File: config.mk
export PLATFORM = sky130hd
export DESIGN_NAME = combo_code_writer_flat
export DESIGN_NICKNAME = d
export VERILOG_FILES = /design/src/rtl/combo_code_writer_if.sv /design/src/rtl/combo_code_writer.sv /design/src/flat_wrapper.sv
export SDC_FILE = /design/constraint.sdc
export NUM_CORES = 1
export LEC_CHECK = 0
export ABC_AREA = 1
export BUFFER_PORTS_ARGS = -buffer_cell sky130_fd_sc_hd__buf_2
export CAP_MARGIN = 20
export CORE_UTILIZATION = 24
export CTS_CLUSTER_SIZE = 12
export DETAILED_ROUTE_END_ITERATION = 12
export GPL_ROUTABILITY_DRIVEN = 0
export PLACE_DENSITY = 0.48
export SLEW_MARGIN = 25
export SYNTH_ARGS = -nofsm -noshare
export SYNTH_HDL_FRONTEND = slang
export SYNTH_SLANG_ARGS = --single-unit
File: constraint.sdc
create_clock -name clk -period 2.4 [get_ports clk]
set_clock_uncertainty 0.1 [all_clocks]
set_input_delay 0.24 -clock clk [delete_from_list [all_inputs] [get_ports clk]]
set_output_delay 0.24 -clock clk [all_outputs]
set_load 0.02 [all_outputs]
File: src/rtl/combo_code_writer_if.sv
// combo_code_writer_if: switch/key inputs and committed-combination outputs
// of the combination programming front-end.
//   master: drives prog/enter/abort/digit (debounced inputs side)
//   slave : the programming block itself
interface combo_code_writer_if #(
  parameter int DIGITS = 6
);
  logic                  prog;
  logic                  enter;
  logic                  abort;
  logic [3:0]            digit;
  logic [4*DIGITS-1:0]   code;
  logic                  code_update;
  logic                  busy;
  logic [1:0]            status;
  logic [3:0]            count;
  logic                  bad_digit;

  modport master (
    output prog, enter, abort, digit,
    input  code, code_update, busy, status, count, bad_digit
  );

  modport slave (
    input  prog, enter, abort, digit,
    output code, code_update, busy, status, count, bad_digit
  );
endinterface

File: src/rtl/combo_code_writer.sv
// combo_code_writer: programs the stored combination of the board lock.
// Digits are entered one per enter key rising edge into a shadow register
// and committed to `code` after the last digit. With PROG_CONFIRM_EN
// defined, a second identical pass (CONFIRM) is required before commit and
// a mismatching pass lands in ERROR; without it, the last ENTRY digit
// commits directly. Reset is synchronous, active-high.
module combo_code_writer #(
  parameter int                  DIGITS       = 6,
  parameter logic [4*DIGITS-1:0] DEFAULT_CODE = 24'h838482
) (
  input  logic                 clk,
  input  logic                 reset,
  combo_code_writer_if.slave   bus
);

  localparam int         IW   = (DIGITS > 1) ? $clog2(DIGITS) : 1;
  localparam logic [3:0] LAST = 4'(DIGITS - 1);

  typedef enum logic [1:0] {
    S_IDLE    = 2'b00,
    S_ENTRY   = 2'b01,
    S_CONFIRM = 2'b10,
    S_ERROR   = 2'b11
  } state_t;

  state_t                      state_q, state_d;
  logic                        prog_q, enter_q;
  logic [3:0]                  count_q, count_d;
  logic [DIGITS-1:0][3:0]      shadow_q, shadow_d;
  logic [4*DIGITS-1:0]         code_q, code_d;
  logic                        code_update_q, code_update_d;
  logic                        bad_digit_q, bad_digit_d;
  logic                        busy_q, busy_d;
`ifdef PROG_CONFIRM_EN
  logic                        mismatch_q, mismatch_d;
  logic                        mm;
`endif

  logic          prog_rise, enter_rise, digit_ok;
  logic [IW-1:0] nib;

  assign prog_rise  = bus.prog  & ~prog_q;
  assign enter_rise = bus.enter & ~enter_q;
  assign digit_ok   = (bus.digit <= 4'd9);
  // First digit sits in the most-significant nibble.
  assign nib        = IW'(DIGITS - 1) - IW'(count_q);

  // Next-state, counter, shadow and commit logic; abort > prog_rise > enter_rise.
  always_comb begin
    // NOTE: every variable gets a default first so no path can infer a latch.
    state_d       = state_q;
    count_d       = count_q;
    shadow_d      = shadow_q;
    code_d        = code_q;
    code_update_d = 1'b0;
    bad_digit_d   = 1'b0;
`ifdef PROG_CONFIRM_EN
    mismatch_d    = mismatch_q;
    mm            = mismatch_q | (shadow_q[nib] != bus.digit);
`endif

    if (bus.abort) begin
      state_d = S_IDLE;
      count_d = 4'd0;
    end else if (prog_rise) begin
      state_d = S_ENTRY;
      count_d = 4'd0;
    end else if (enter_rise && (state_q == S_ENTRY || state_q == S_CONFIRM)) begin
      if (!digit_ok) begin
        bad_digit_d = 1'b1;
      end else if (state_q == S_ENTRY) begin
        shadow_d[nib] = bus.digit;
        count_d       = count_q + 4'd1;
        if (count_q == LAST) begin
          count_d = 4'd0;
`ifdef PROG_CONFIRM_EN
          state_d    = S_CONFIRM;
          mismatch_d = 1'b0;
`else
          state_d       = S_IDLE;
          code_d        = shadow_d;
          code_update_d = 1'b1;
`endif
        end
      end
`ifdef PROG_CONFIRM_EN
      else begin
        mismatch_d = mm;
        count_d    = count_q + 4'd1;
        if (count_q == LAST) begin
          count_d = 4'd0;
          if (!mm) begin
            state_d       = S_IDLE;
            code_d        = shadow_q;
            code_update_d = 1'b1;
          end else begin
            state_d = S_ERROR;
          end
        end
      end
`endif
    end

    busy_d = (state_d == S_ENTRY) || (state_d == S_CONFIRM);
  end

  // Control and output registers with synchronous reset.
  always_ff @(posedge clk) begin
    // NOTE: state is updated with non-blocking assignments so every register
    // samples pre-edge values regardless of statement order.
    if (reset) begin
      state_q       <= S_IDLE;
      prog_q        <= 1'b0;
      enter_q       <= 1'b0;
      count_q       <= 4'd0;
      code_q        <= DEFAULT_CODE;
      code_update_q <= 1'b0;
      bad_digit_q   <= 1'b0;
      busy_q        <= 1'b0;
`ifdef PROG_CONFIRM_EN
      mismatch_q    <= 1'b0;
`endif
    end else begin
      state_q       <= state_d;
      prog_q        <= bus.prog;
      enter_q       <= bus.enter;
      count_q       <= count_d;
      code_q        <= code_d;
      code_update_q <= code_update_d;
      bad_digit_q   <= bad_digit_d;
      busy_q        <= busy_d;
`ifdef PROG_CONFIRM_EN
      mismatch_q    <= mismatch_d;
`endif
    end
  end

  // Shadow digits; always written before being read in a session.
  always_ff @(posedge clk) begin
    // NOTE: the shadow is deliberately not reset; its contents are don't-care
    // until a full ENTRY pass has filled it.
    shadow_q <= shadow_d;
  end

  assign bus.code        = code_q;
  assign bus.code_update = code_update_q;
  assign bus.busy        = busy_q;
  assign bus.status      = state_q;
  assign bus.count       = count_q;
  assign bus.bad_digit   = bad_digit_q;

endmodule

File: src/flat_wrapper.sv
// flat-port wrapper written by rule: the top's interface ports become plain ports
module combo_code_writer_flat 
#(
  parameter int                  DIGITS       = 6,
  parameter logic [4*DIGITS-1:0] DEFAULT_CODE = 24'h838482
)
  (clk, reset, bus_prog, bus_enter, bus_abort, bus_digit, bus_code, bus_code_update, bus_busy, bus_status, bus_count, bus_bad_digit);
  combo_code_writer_if #(.DIGITS(DIGITS)) bus_i ();
  input  logic clk;
  input  logic reset;
  input wire logic [$bits(bus_i.prog)-1:0] bus_prog;
  input wire logic [$bits(bus_i.enter)-1:0] bus_enter;
  input wire logic [$bits(bus_i.abort)-1:0] bus_abort;
  input wire logic [$bits(bus_i.digit)-1:0] bus_digit;
  output wire logic [$bits(bus_i.code)-1:0] bus_code;
  output wire logic [$bits(bus_i.code_update)-1:0] bus_code_update;
  output wire logic [$bits(bus_i.busy)-1:0] bus_busy;
  output wire logic [$bits(bus_i.status)-1:0] bus_status;
  output wire logic [$bits(bus_i.count)-1:0] bus_count;
  output wire logic [$bits(bus_i.bad_digit)-1:0] bus_bad_digit;
  assign bus_i.prog = bus_prog;
  assign bus_i.enter = bus_enter;
  assign bus_i.abort = bus_abort;
  assign bus_i.digit = bus_digit;
  assign bus_code = bus_i.code;
  assign bus_code_update = bus_i.code_update;
  assign bus_busy = bus_i.busy;
  assign bus_status = bus_i.status;
  assign bus_count = bus_i.count;
  assign bus_bad_digit = bus_i.bad_digit;
  combo_code_writer #(.DIGITS(DIGITS), .DEFAULT_CODE(DEFAULT_CODE)) u_core (.clk(clk), .reset(reset), .bus(bus_i));
endmodule
==> results.md <==
* Outcome: finished, final reports clean
* Max transition margin at 63.0%
* HP Start: bus_prog
* Clock-pin slew on the worst setup and hold paths at 0.07 ns
* Most used DFF post-synth: dfxtp_1
* Worst-Margin Slew at 0.554 ns
* Worst r2r dst: u_core.shadow_q[19]
* Ports at 42
* Fin. max-slew vios at 0
* Final net count at 339
* DIE AREA at 10600 µm²
* Final period util at 83.9%
* Worst EP required at 2.30 ns
* DR vias/cell at 3.97
* Synth Instances at 281
* Setup violators final at 0
* Postcts setup bufs at 0
* Yosys reg bits at 59
* DR WL/cell at 11.4 µm
* Post-CTS sizing at 0
* Initial Util at 24.8%
* First-pass GRT wire length at 8970 µm
* EDFF count, synth at 24
* Yosys warns at 0
* DRC violation count after routing at 0
* # diodes at 0
* RR Startpoint: u_core.bus.status[1]
* Area delta synth->final at 21.6%
* Clk pwr share at 44.6%
* Final Non-Filler Cells at 467
* Crit path launch type: flip-flop
* Commonest non-fill, non-tap cell in the layout: nand2_1
* Clk_lat worst skew at 0.33 ns
* Sequential fraction of design power at 52.6%
* Antenna violations before repair at 0
* RSZ-0062 raised after global routing: no
* TNS Setup at 0 ns
* Hold depth at 3
* Mean Syn Cell Area at 8.67 µm²
* Synth unique cells at 23
* Pleak at 1.28 nW
* Most frequent cells in the layout: nand2_1, nor2_1, buf_2
* Register area share after synthesis at 58.3%
* H-tree Lvls at 3
* DRT iter0 DRCs at 82
* Gate power share at 2.8%
* Placed Cells at 451
* Yosys top cell by area: edfxtp_1
* Root Buffer: clkbuf_8
* Syn Nets at 291
* Max_cap viols at 0
* PwrDens at 668 nW/µm²
* Register Area at 1420 µm²
* Crit path arrival time at 1.92 ns
* Cell Area, Synth at 2440 µm²
* CTS tree: done
* Core Area at 9820 µm²
* Gr usage total at 11.4%
* Final ANT Viol Nets at 0
* Async set-reset flop share out of synthesis at 0%
* Hold crit path type: input pin to flip-flop
* Synth top area share at 29.6%
* Power, Total at 1.98 mW
* FF-to-FF path depth at 8
* Max Root-Sink Buffers at 2
* Congestion Overflow GR at 0
* Vias in the first global route at 1851
* Fill cells at 1108
* Sw frac at 21.1%
* Final min period at 2.01 ns
* P_sw at 418 µW
* Most area-consuming cells after synthesis: edfxtp_1, dfxtp_1, nand2_1
* Num CTS Buffers at 9
* Peak VDD IR at 0.262 mV
* CTS Hold Buffers Added at 0
* HPWL after detailed placement at 3740 µm
* Fin. Hold Viols at 0
* Final WL at 5350 µm
* R2R setup slack at 0.39 ns
* CP Capture Type: flip-flop
* Clock sinks at 59
* CP Class: flip-flop to flip-flop
* Hold_ws at 0.0159 ns
* Die Y at 103 µm
* Share of cells above drive strength 1 at 21.0%
* Worst Hold Path EP: u_core.prog_q
* F_max at 496 MHz
* DR pass1 iterations at 4
* IO Port Bufs at 41
* Largest net degree at the start of global routing at 29
* Die span in x at 103 µm
* Area of the multi-input gates at 813 µm²
* Crit-path max FO at 24
* Placement Rows at 36
* Vias at 1852
* Internal at 1.56 mW
[per-stage QoR]
stage / setup WS, ns / utilization [%] / area, µm²
floorplan: 0.0234 / - / 2440
global placement: 0.458 / 28.2 / 2770
detailed placement: 0.394 / 28.2 / 2770
CTS: 0.377 / 30.2 / 2960
global route: 0.201 / 30.2 / 2960
finish: 0.386 / 30.2 / 2960
[synthesized netlist by cell type (2+ instances only)]
| cell | number |
|---|---|
| inv_2 | 4 |
| a21oi_1 | 4 |
| nor2_2 | 3 |
| nor2_1 | 43 |
| dfxtp_1 | 35 |
| inv_1 | 36 |
| o21ai_1 | 11 |
| buf_6 | 2 |
| nor2_4 | 2 |
| nand2_4 | 2 |
| edfxtp_1 | 24 |
| o21ai_0 | 36 |
| nand2_1 | 58 |
| nor3_1 | 3 |
| nand3_1 | 10 |
[cells by family (layout without fill, tap and decap cells)]
kind of cell,after synthesis,after routing,synth area share [%]
AOI/OAI and AO/OA,52,52,10.8
DFF,59,59,58.3
adders and majority gates,1,1,0.513
buffers and inverters,46,99,8.42
and+or+nand+nor,123,123,21.9
[critical path: stages, from the launching register on]
cell	delay (ns)
dfxtp_1	0.34
inv_1	0.06
ha_1	0.27
inv_1	0.05
nand3_1	0.13
nor2_2	0.20
nand2_1	0.12
nor2_2	0.09
buf_4	0.31
[per-layer routing]
metal	global-route usage (%)	routed length [µm]	up-vias
met5	0	0	-
met4	4.55	79	0
met3	3.73	251	8
met2	18.4	2430	30
met1	14.2	2590	824
li1	-	-	990
[power by group through the flow]
stage	Clock [mW]	Combinational, mW	Sequential [mW]
after floorplan	0	0.0331	1.06
after global placement	0	0.0571	1.06
after detailed placement	0	0.0579	1.06
after CTS	0.908	0.0580	1.04
after global routing	0.947	0.0639	1.04
final	0.883	0.0556	1.04
[worst max path at each step]
stage,depth (start not counted),slack [ns],from,end
5_1_grt,8,0.20,u_core.bus.status[1],u_core.shadow_q[18]
3_3_place_gp,8,0.46,u_core.bus.status[1],u_core.shadow_q[3]
3_5_place_dp,8,0.39,u_core.bus.status[1],u_core.shadow_q[0]
2_1_floorplan,7,0.02,u_core.bus.status[1],u_core.shadow_q[0]
6_report,8,0.39,u_core.bus.status[1],u_core.shadow_q[19]
4_1_cts,8,0.38,u_core.bus.status[1],u_core.shadow_q[1]
[registers in the layout, indices dropped and copies added, names as in the netlist]
signal	cells
u_core.prog_q	1
u_core.bus.status	2
u_core.bus.busy	1
u_core.bus.code_update	1
u_core.bus.count	4
u_core.bus.code	24
u_core.bus.bad_digit	1
u_core.shadow_q	24
u_core.enter_q	1
[layout make-up]
cell class                      instances  area share, %
Timing Repair Buffer                   42           7.18
Sequential cell                        59           48.0
Inverter                               41           5.36
Multi-Input combinational cell        176           27.4
Clock inverter                          3           1.39
Clock buffer                           13           5.03
Tap cell                              133           5.62
(Power assumes the default switching activity.)
